**config.mk**
```make
export PLATFORM = sky130hd
export DESIGN_NAME = pwm_deadtime_gen
export DESIGN_NICKNAME = d
export VERILOG_FILES = /design/src/rtl/pwm_deadtime_gen.sv
export SDC_FILE = /design/constraint.sdc
export NUM_CORES = 1
export LEC_CHECK = 0
export CORE_UTILIZATION = 40
export DETAILED_ROUTE_END_ITERATION = 16
export HOLD_SLACK_MARGIN = 0.06
export PLACE_DENSITY = 0.72
export RECOVER_POWER = 25
export SKIP_CTS_REPAIR_TIMING = 1
export SLEW_MARGIN = 30
export SYNTH_ARGS = -nofsm -noshare
export SYNTH_HDL_FRONTEND = slang
export SYNTH_SLANG_ARGS = --single-unit
```
**constraint.sdc**
```tcl
create_clock -name clk -period 2 [get_ports clk]
set_input_delay 0.4 -clock clk [delete_from_list [all_inputs] [get_ports clk]]
set_output_delay 0.4 -clock clk [all_outputs]
set_load 0.1 [all_outputs]
```
**src/rtl/pwm_deadtime_gen.sv**
```systemverilog
// Complementary gate driver with dead-time insertion for one half-bridge leg.
// Takes the single-ended PWM bit from the SPWM stage and produces high-side and
// low-side gate commands. It inserts a programmable dead time between them,
// swallows pulses shorter than that dead time, and latches a shutdown on fault.
//
// Ports:
//   clk            system clock (same domain as pwm_in)
//   rst            asynchronous active-high reset
//   pwm_in         PWM command, 1 = high side on
//   enable         leg enable; low forces both outputs off
//   dead_time      dead time in clk cycles, 0 behaves as 1
//   fault_in       synchronous fault request, active high
//   fault_clear    release request for the fault latch
//   hs_out         high-side gate command
//   ls_out         low-side gate command
//   dt_active      both outputs held off for dead time
//   fault_latched  fault shutdown in effect
module pwm_deadtime_gen #(
  parameter int unsigned DT_WIDTH = 8
) (
  input  logic                clk,
  input  logic                rst,
  input  logic                pwm_in,
  input  logic                enable,
  input  logic [DT_WIDTH-1:0] dead_time,
  input  logic                fault_in,
  input  logic                fault_clear,
  output logic                hs_out,
  output logic                ls_out,
  output logic                dt_active,
  output logic                fault_latched
);

  // One-hot so every output is a bare flop: no decode glitches on gate drives.
  typedef enum logic [4:0] {
    StIdle  = 5'b00001,
    StDt    = 5'b00010,
    StHsOn  = 5'b00100,
    StLsOn  = 5'b01000,
    StFault = 5'b10000
  } state_e;

  state_e              state_q, state_d;
  logic                pwm_q;
  logic                target_q, target_d;
  logic [DT_WIDTH-1:0] cnt_q, cnt_d;

  always_comb begin
    state_d  = state_q;
    target_d = target_q;
    cnt_d    = cnt_q;
    if (fault_in) begin
      state_d = StFault;
    end else if (!enable && (state_q != StFault)) begin
      state_d = StIdle;
    end else begin
      case (state_q)
        StIdle: begin
          // enable is known high here; start with a full dead time.
          state_d  = StDt;
          target_d = pwm_q;
          cnt_d    = dead_time;
        end
        StDt: begin
          if (pwm_q != target_q) begin
            // Command changed before the dead time expired: restart toward it.
            target_d = pwm_q;
            cnt_d    = dead_time;
          end else if (cnt_q <= DT_WIDTH'(1)) begin
            state_d = target_q ? StHsOn : StLsOn;
          end else begin
            cnt_d = cnt_q - DT_WIDTH'(1);
          end
        end
        StHsOn: begin
          if (!pwm_q) begin
            state_d  = StDt;
            target_d = 1'b0;
            cnt_d    = dead_time;
          end
        end
        StLsOn: begin
          if (pwm_q) begin
            state_d  = StDt;
            target_d = 1'b1;
            cnt_d    = dead_time;
          end
        end
        StFault: begin
          // fault_in is already known low on this path.
          if (fault_clear) begin
            state_d = StIdle;
          end
        end
        default: begin
          state_d = StIdle;
        end
      endcase
    end
  end

  always_ff @(posedge clk or posedge rst) begin
    if (rst) begin
      state_q  <= StIdle;
      pwm_q    <= 1'b0;
      target_q <= 1'b0;
      cnt_q    <= '0;
    end else begin
      state_q  <= state_d;
      pwm_q    <= pwm_in;
      target_q <= target_d;
      cnt_q    <= cnt_d;
    end
  end

  assign hs_out        = state_q[2];
  assign ls_out        = state_q[3];
  assign dt_active     = state_q[1];
  assign fault_latched = state_q[4];

endmodule
```
-- Word-level counts from Yosys, hierarchy flattened
Cells that the tools add are included.
- reductions and logical operators: 6
- eq/ne operators: 16
- order comparisons: 1
- add/sub/neg operators: 1
- bitwise logic cells: 2
- muxes and demuxes: 18
- operators with widths (cell ; number):
    $mux 5 ; 7
    $mux 8 ; 4
    $pmux 8 s4 ; 1
    $pmux 5 s5 ; 1
    $ne 4x4->1 const B ; 5
    $reduce_and 6->1 ; 2
    $le 8x1->1 const B ; 1
    $sub 8x1->8 const B ; 1
    $ne 2x2->1 const B ; 3
    $eq 5x1->1 const B ; 1
    $eq 5x2->1 const B ; 1
    $eq 5x3->1 const B ; 1
    $eq 5x4->1 const B ; 1
    $eq 5x5->1 const B ; 1
    $ne 5x5->1 const B ; 1
    $reduce_and 5->1 ; 1
    $mux 4 ; 1
    $pmux 1 s4 ; 1
    $reduce_bool 4->1 ; 1
    $mux 1 ; 3
    $ne 3x3->1 const B ; 1
    $not 1->1 ; 2
    $logic_and 1x1->1 ; 1
    $logic_not 1->1 ; 1
    $ne 1x1->1 ; 1
- output and inout port bits: 4
- bits in registers: 15

-- Logic depth before layout (Yosys ltp)
Gate-level depths: netlist of run 1.
- word-level depth: 6
- depth in mapped cells: 8
- mapped depth without buffers: 8

-- Least setup slack after synthesis of run 1
Ideal clock, no wire load.
- path kind: register to register
- from: register state_q[1]
- to: register cnt_q[1]
- cell stages (with the launch flop): 7
- path slack: -0.522 ns
- path buffers: 1
- data required time: 1.875 ns
- data arrival time: 2.397 ns
- cells stage by stage: dfrtp_1 -> or4b_4 -> or3_1 -> buf_6 -> nand2_1 -> o21ai_0 -> mux2_4
- cells in the longest elaborated chain, start to end: 4
- elaborated cells between the ends (all ways): 13
- those cells by class: 8 x eq/ne; 1 x mux; 1 x bitwise; 3 x reduce/logical
- ends and longest elaborated chain (element ; line ; RTL):
    start: declaration ; 43 ; state_e state_q, state_d;
    start signal: assignment ; 104 ; state_q <= StIdle;
    start signal: assignment ; 109 ; state_q <= state_d;
    branches (longest 4 deep; another with $reduce_and 6->1) ; n/a ;
    end signal: assignment ; 112 ; cnt_q <= cnt_d;
    end: declaration ; 46 ; logic [DT_WIDTH-1:0] cnt_q, cnt_d;
Parallel ways; which one is timed is not known.
A chain may end at the register's enable or synchronous reset.

-- Worst setup path after layout of run 1
- from: register state_q[3]
- to: register cnt_q[1]
Same word-level chain as after synthesis.

==> results.json, run 1 <==
{
  "outcome": "finished clean",
  "drive_above_1_share_pct": 29.6,
  "grtUsageTotal_pct": 20.9,
  "cp-startpoint": "state_q[3]",
  "h-tree-depth": 1,
  "start_kind": "flip-flop",
  "post-synth-top-area-cell": "dfrtp_1",
  "pin_count": 18,
  "required_ns": 2.17,
  "critPathMostFrequentCell": "nand2_2",
  "final_cell_mix": "buf_4, clkdlybuf4s50_1, dfrtp_1, nor2_1, a21oi_1",
  "synthCells": 109,
  "grt_max_degree": 16,
  "design.final.nets": 159,
  "crit_type": "flip-flop to flip-flop",
  "arrival_ns": 2.13,
  "start_util_pct": 43.0,
  "p_sw_share_pct": 34.4,
  "insertion_delay_ns": 0.28,
  "tritoncts": "built",
  "yosysUniqueCellTypes": 43,
  "p_seq_share_pct": 47.9,
  "grt_pass1_wl_um": 4030,
  "fin_crit_ns": 1.96,
  "routedWlPerCell_um": 14.4,
  "syn_to_final_growth_pct": 43.2,
  "min_period_over_period_pct": 97.8,
  "synth_top_cell_area_share_pct": 36.5,
  "synth_nets": 125,
  "synth-edff-count": 0,
  "r2r_start": "state_q[3]",
  "netlist_area_um2": 961,
  "end_kind": "flip-flop",
  "die_x_um": 51.0,
  "grt_overflow": 0,
  "pre_cts_slack_ns": 0.0278,
  "drv_cap": 0,
  "p_comb_share_pct": 32.8,
  "critPathSlowestCell": "or4b_4",
  "slew_violations": 0,
  "clock_skew_ns": 0.00265,
  "ys.flop_type": "dfrtp_1",
  "clockBufferDepth": 2,
  "clock_power_share_pct": 19.3,
  "p_leak_nw": 0.546,
  "rsz0062_at_grt": "true",
  "place_area_um2": 1300,
  "slew_headroom_pct": 62.3,
  "antenna_cells": 0,
  "syn-mean-instance-area_um2": 8.82,
  "first_global_vias": 904,
  "holdCritPathClass": "flip-flop to flip-flop",
  "place_inst": 163,
  "hold_violations": 0,
  "dp_hpwl_um": 1830,
  "die-area_um2": 2600,
  "cts_buffers": 3,
  "ant_nets": 0,
  "final_cell_area_um2": 1380,
  "setup_slack_ns": 0.0438,
  "path_max_fanout": 4,
  "power.density_nw_per_um2": 664,
  "root_buffer": "clkbuf_4",
  "p_total_uw": 914,
  "max_freq_mhz": 511,
  "final_cells": 170,
  "drc": 0,
  "routabilityCongestion": 0.874,
  "vias": 983,
  "finalSetupViolCount": 0,
  "via_per_inst": 5.78,
  "synth-seq-cells": 15,
  "place.port_buffers": 17,
  "core-area_um2": 2230,
  "hold_start": "cnt_q[7]",
  "antenna_found_initial": 0,
  "first_pass_iters": 4,
  "final_common_cell": "buf_4",
  "ir_worst_vdd_v": 0.000506,
  "ys_seq_area_share_pct": 39.2,
  "die_h_um": 51.0,
  "worst_pin_slew_ns": 0.565,
  "wirelength_um": 2450,
  "crit_path_max_incr_delay_ns": 0.52,
  "cts.sinks": 15,
  "synth_warnings": 0,
  "p_int_uw": 600,
  "initialDrtViolationCount": 25,
  "synth_area_leaders": "dfrtp_1, a21oi_1, o21ai_0, or3_1, nor3_1",
  "synth-async-reset-ratio_pct": 100,
  "clk_transition_reported_paths_ns": 0.09,
  "crit_chain": "or4b_4 -> buf_6 -> nor3_4 -> nand2_2 -> nand2_2 -> inv_2 -> mux2_4",
  "fp-row-count": 17,
  "p_switching_uw": 314
}
## cell usage after synthesis, drive strengths merged, types with 3 or more instances
cell     instances
o21ai            8
inv              6
or3              6
a2bb2oi          3
dfrtp           14
nor3             8
nor2             9
nand3            6
nand2            7
a21oi            8
## power by group through the flow
stage	Sequential, mW	Clock [mW]	Combinational (mW)
2_1_floorplan	0.442	0	0.169
3_3_place_gp	0.433	0	0.286
3_5_place_dp	0.437	0	0.291
4_1_cts	0.431	0.180	0.292
5_1_grt	0.446	0.196	0.332
6_report	0.438	0.177	0.300
## routing by layer
metal,routed length (um),vias to the layer above,GRT usage (%),share of wire [%]
li1,-,475,-,-
met1,1160,476,30.1,48
met2,1150,26,32.2,47
met3,95,6,1.79,3.9
met4,40,0,7.87,1.6
met5,0,-,0,0
## cell families (layout without fill, tap and decap cells)
family                     Yosys count  in the layout  synth area share [%]
and+or+nand+nor                     47             47                  27.6
AOI/OAI and AO/OA                   32             32                  22.4
DFF                                 15             15                  39.2
buffers and inverters               10             43                  4.82
adders and majority gates            2              2                  2.60
xor gates and xnor gates             2              2                  1.82
muxes                                1              1                  1.56
## cell type report
class | instances | area (um2)
tap | 28 | 35.0
timing repair buffer | 33 | 338
clock buffer | 4 | 26.3
fill | 188 | 857
sequential | 15 | 389
inverter | 6 | 22.5
multi-input combinational | 84 | 566
## path summary, 6_finish.rpt
check                              to  slack (ns)  cells past startpoint
max                          cnt_q[1]        0.04                      7
min                          cnt_q[7]        0.51                      1
max reg2reg                  cnt_q[1]        0.04                      7
min reg2reg                  cnt_q[7]        0.51                      1
max in group asynchronous  state_q[1]        0.99                      2
min in group asynchronous  state_q[4]        0.59                      2
## sequential cells by signal (all words and copies together) (netlist names)
name and flops:
target_q 1, pwm_q 1, cnt_q 8, state_q 5
## per-stage QoR
step | TNS, ns | util [%] | hold WS, ns
final | 0 | 61.6 | 0.513
after global routing | -0.0320 | 61.6 | 0.530
after CTS | 0 | 59.3 | 0.485
after detailed placement | 0 | 58.2 | 0.478
after global placement | 0 | 58.2 | 0.472
after floorplan | -0.451 | - | 0.301
## worst max-delay path, delay by kind of cell, from the launching register on
kind / cells / cell delay, ns
mux: 1 / 0.29
simple gates: 4 / 0.88
flops: 1 / 0.48
buf+inv: 2 / 0.19
Power figures use the tool's default switching activity.
==> run 2: changes to the inputs <==
ABC_CLOCK_PERIOD_IN_PS = 2000   (was default)
==> results of run 2 <==
Same layout as run 1: the final DEF is identical, and so are final timing and power.
==> run 3: changes to the inputs <==
PLACE_DENSITY = 0.73   (was 0.72)
==> run 3 against run 2 <==
Clock skew grew 0.0062 ns; critical path depth unchanged; clock power about the same; worst setup slack worse by 0.018 ns; cell area decreased by 3.0%; critical path type unchanged; highest routed layer unchanged.
==> results.json, run 3 (synthesis results as in run 1) <==
{
  "critPathSlowestCell": "or4b_4",
  "tritoncts": "built",
  "ir_worst_vdd_v": 0.000530,
  "fin_crit_ns": 1.97,
  "path_max_fanout": 3,
  "power.density_nw_per_um2": 668,
  "final_cell_mix": "clkdlybuf4s50_1, dfrtp_1, buf_4, nor2_1, a21oi_1",
  "slew_headroom_pct": 59.0,
  "grt_overflow": 0,
  "p_sw_share_pct": 35.5,
  "outcome": "finished clean",
  "drive_above_1_share_pct": 27.7,
  "grt_max_degree": 16,
  "arrival_ns": 2.19,
  "cts_buffers": 3,
  "p_total_uw": 892,
  "finalSetupViolCount": 0,
  "die-area_um2": 2600,
  "clock_power_share_pct": 20.0,
  "design.final.nets": 154,
  "final_cell_area_um2": 1340,
  "drv_cap": 0,
  "nFillCells": 193,
  "fp-row-count": 17,
  "wirelength_um": 2470,
  "crit_family": "simple AND/OR/NAND/NOR gates",
  "clk_transition_reported_paths_ns": 0.10,
  "required_ns": 2.21,
  "cts.sinks": 15,
  "p_comb_share_pct": 30.0,
  "largest_register_ffs": 8,
  "final_common_cell": "clkdlybuf4s50_1",
  "place_area_um2": 1280,
  "r2r_start": "state_q[3]",
  "die_h_um": 51.0,
  "crit_chain": "or4b_4 -> buf_6 -> nor3_4 -> nand2_2 -> buf_4 -> o32a_1 -> nor3_2",
  "regMostFlops": "cnt_q",
  "slew_violations": 0,
  "crit_type": "flip-flop to flip-flop",
  "place.port_buffers": 17,
  "clockBufferDepth": 2,
  "cp-startpoint": "state_q[3]",
  "p_switching_uw": 316,
  "hold_start": "cnt_q[7]",
  "max_freq_mhz": 507,
  "via_per_inst": 5.75,
  "start_kind": "flip-flop",
  "drc": 0,
  "end_kind": "flip-flop",
  "syn_to_final_growth_pct": 38.9,
  "ant_nets": 0,
  "clock_skew_ns": 0.00889,
  "routedWlPerCell_um": 15.0,
  "min_period_over_period_pct": 98.7,
  "routabilityCongestion": 0.907,
  "antenna_cells": 0,
  "crit_path_max_incr_delay_ns": 0.53,
  "vias": 948,
  "grt_pass1_wl_um": 4000,
  "first_pass_iters": 4,
  "start_util_pct": 43.0,
  "reg_top3": "cnt_q x8, state_q x5",
  "h-tree-depth": 1,
  "initialDrtViolationCount": 23,
  "worst_pin_slew_ns": 0.609,
  "p_seq_share_pct": 50.0,
  "holdCritPathClass": "flip-flop to flip-flop",
  "rsz0062_at_grt": "true",
  "holdWs_ns": 0.520,
  "hold_violations": 0,
  "first_global_vias": 875,
  "p_leak_nw": 0.529,
  "dp_hpwl_um": 1820,
  "antenna_found_initial": 0,
  "crit_buf_inv": 2,
  "grtUsageTotal_pct": 21.2,
  "root_buffer": "clkbuf_4",
  "insertion_delay_ns": 0.29,
  "die_x_um": 51.0,
  "p_int_uw": 576,
  "core-area_um2": 2230,
  "pin_count": 18
}
run 3: changes by cell type in the layout (fill, tap and decap cells not counted), sizes merged:
cell and delta:
clkinv +1, buf -5, clkbuf -1
run 3: final timing paths:
check | cells past startpoint | endpoint | slack (ns)
setup / recovery | 7 | state_q[3] | 0.03
hold reg to reg | 1 | cnt_q[7] | 0.52
setup reg to reg | 7 | state_q[3] | 0.03
min in group asynchronous | 2 | cnt_q[2] | 0.59
hold / removal | 1 | cnt_q[7] | 0.52
max in group asynchronous | 2 | state_q[4] | 0.98
run 3: per-layer routing:
| metal | vias to the layer above | wire length, um | track usage [%] |
|---|---|---|---|
| li1 | 467 | - | - |
| met3 | 4 | 146 | 7.74 |
| met5 | - | 0 | 0 |
| met4 | 0 | 27 | 6.94 |
| met1 | 446 | 1120 | 28.6 |
| met2 | 31 | 1180 | 31.1 |
run 3: final cells by class:
cell class,instances,area [um2],share of cell area [%]
Clock inverter,1,5.00,0.375
Multi-Input combinational cell,84,564,42.3
Clock buffer,3,22.5,1.69
Timing Repair Buffer,28,297,22.2
Sequential cell,15,389,29.1
Inverter,6,22.5,1.69
Tap cell,28,35.0,2.62
run 3: worst reg2reg max path: stages (launching register included):
cell     delay [ns]
dfrtp_4        0.48
or4b_4         0.53
buf_6          0.14
nor3_4         0.16
nand2_2        0.08
buf_4          0.15
o32a_1         0.21
nor3_2         0.14
run 3: stage by stage:
step	setup slack, ns	setup TNS [ns]	util, %	instances
6_report	0.0257	0	59.8	165
5_1_grt	-0.0523	-0.185	59.8	165
4_1_cts	-0.0154	-0.0341	58.7	165
3_5_place_dp	0.00181	0	57.5	161
3_3_place_gp	0.0333	0	57.5	161
2_1_floorplan	-0.131	-0.451	-	109
run 3: power groups by stage:
stage	sequential [mW]	combinational [mW]	clock [mW]
6_report	0.446	0.267	0.179
5_1_grt	0.458	0.298	0.199
4_1_cts	0.438	0.263	0.182
3_5_place_dp	0.443	0.263	0
3_3_place_gp	0.444	0.255	0
2_1_floorplan	0.442	0.169	0
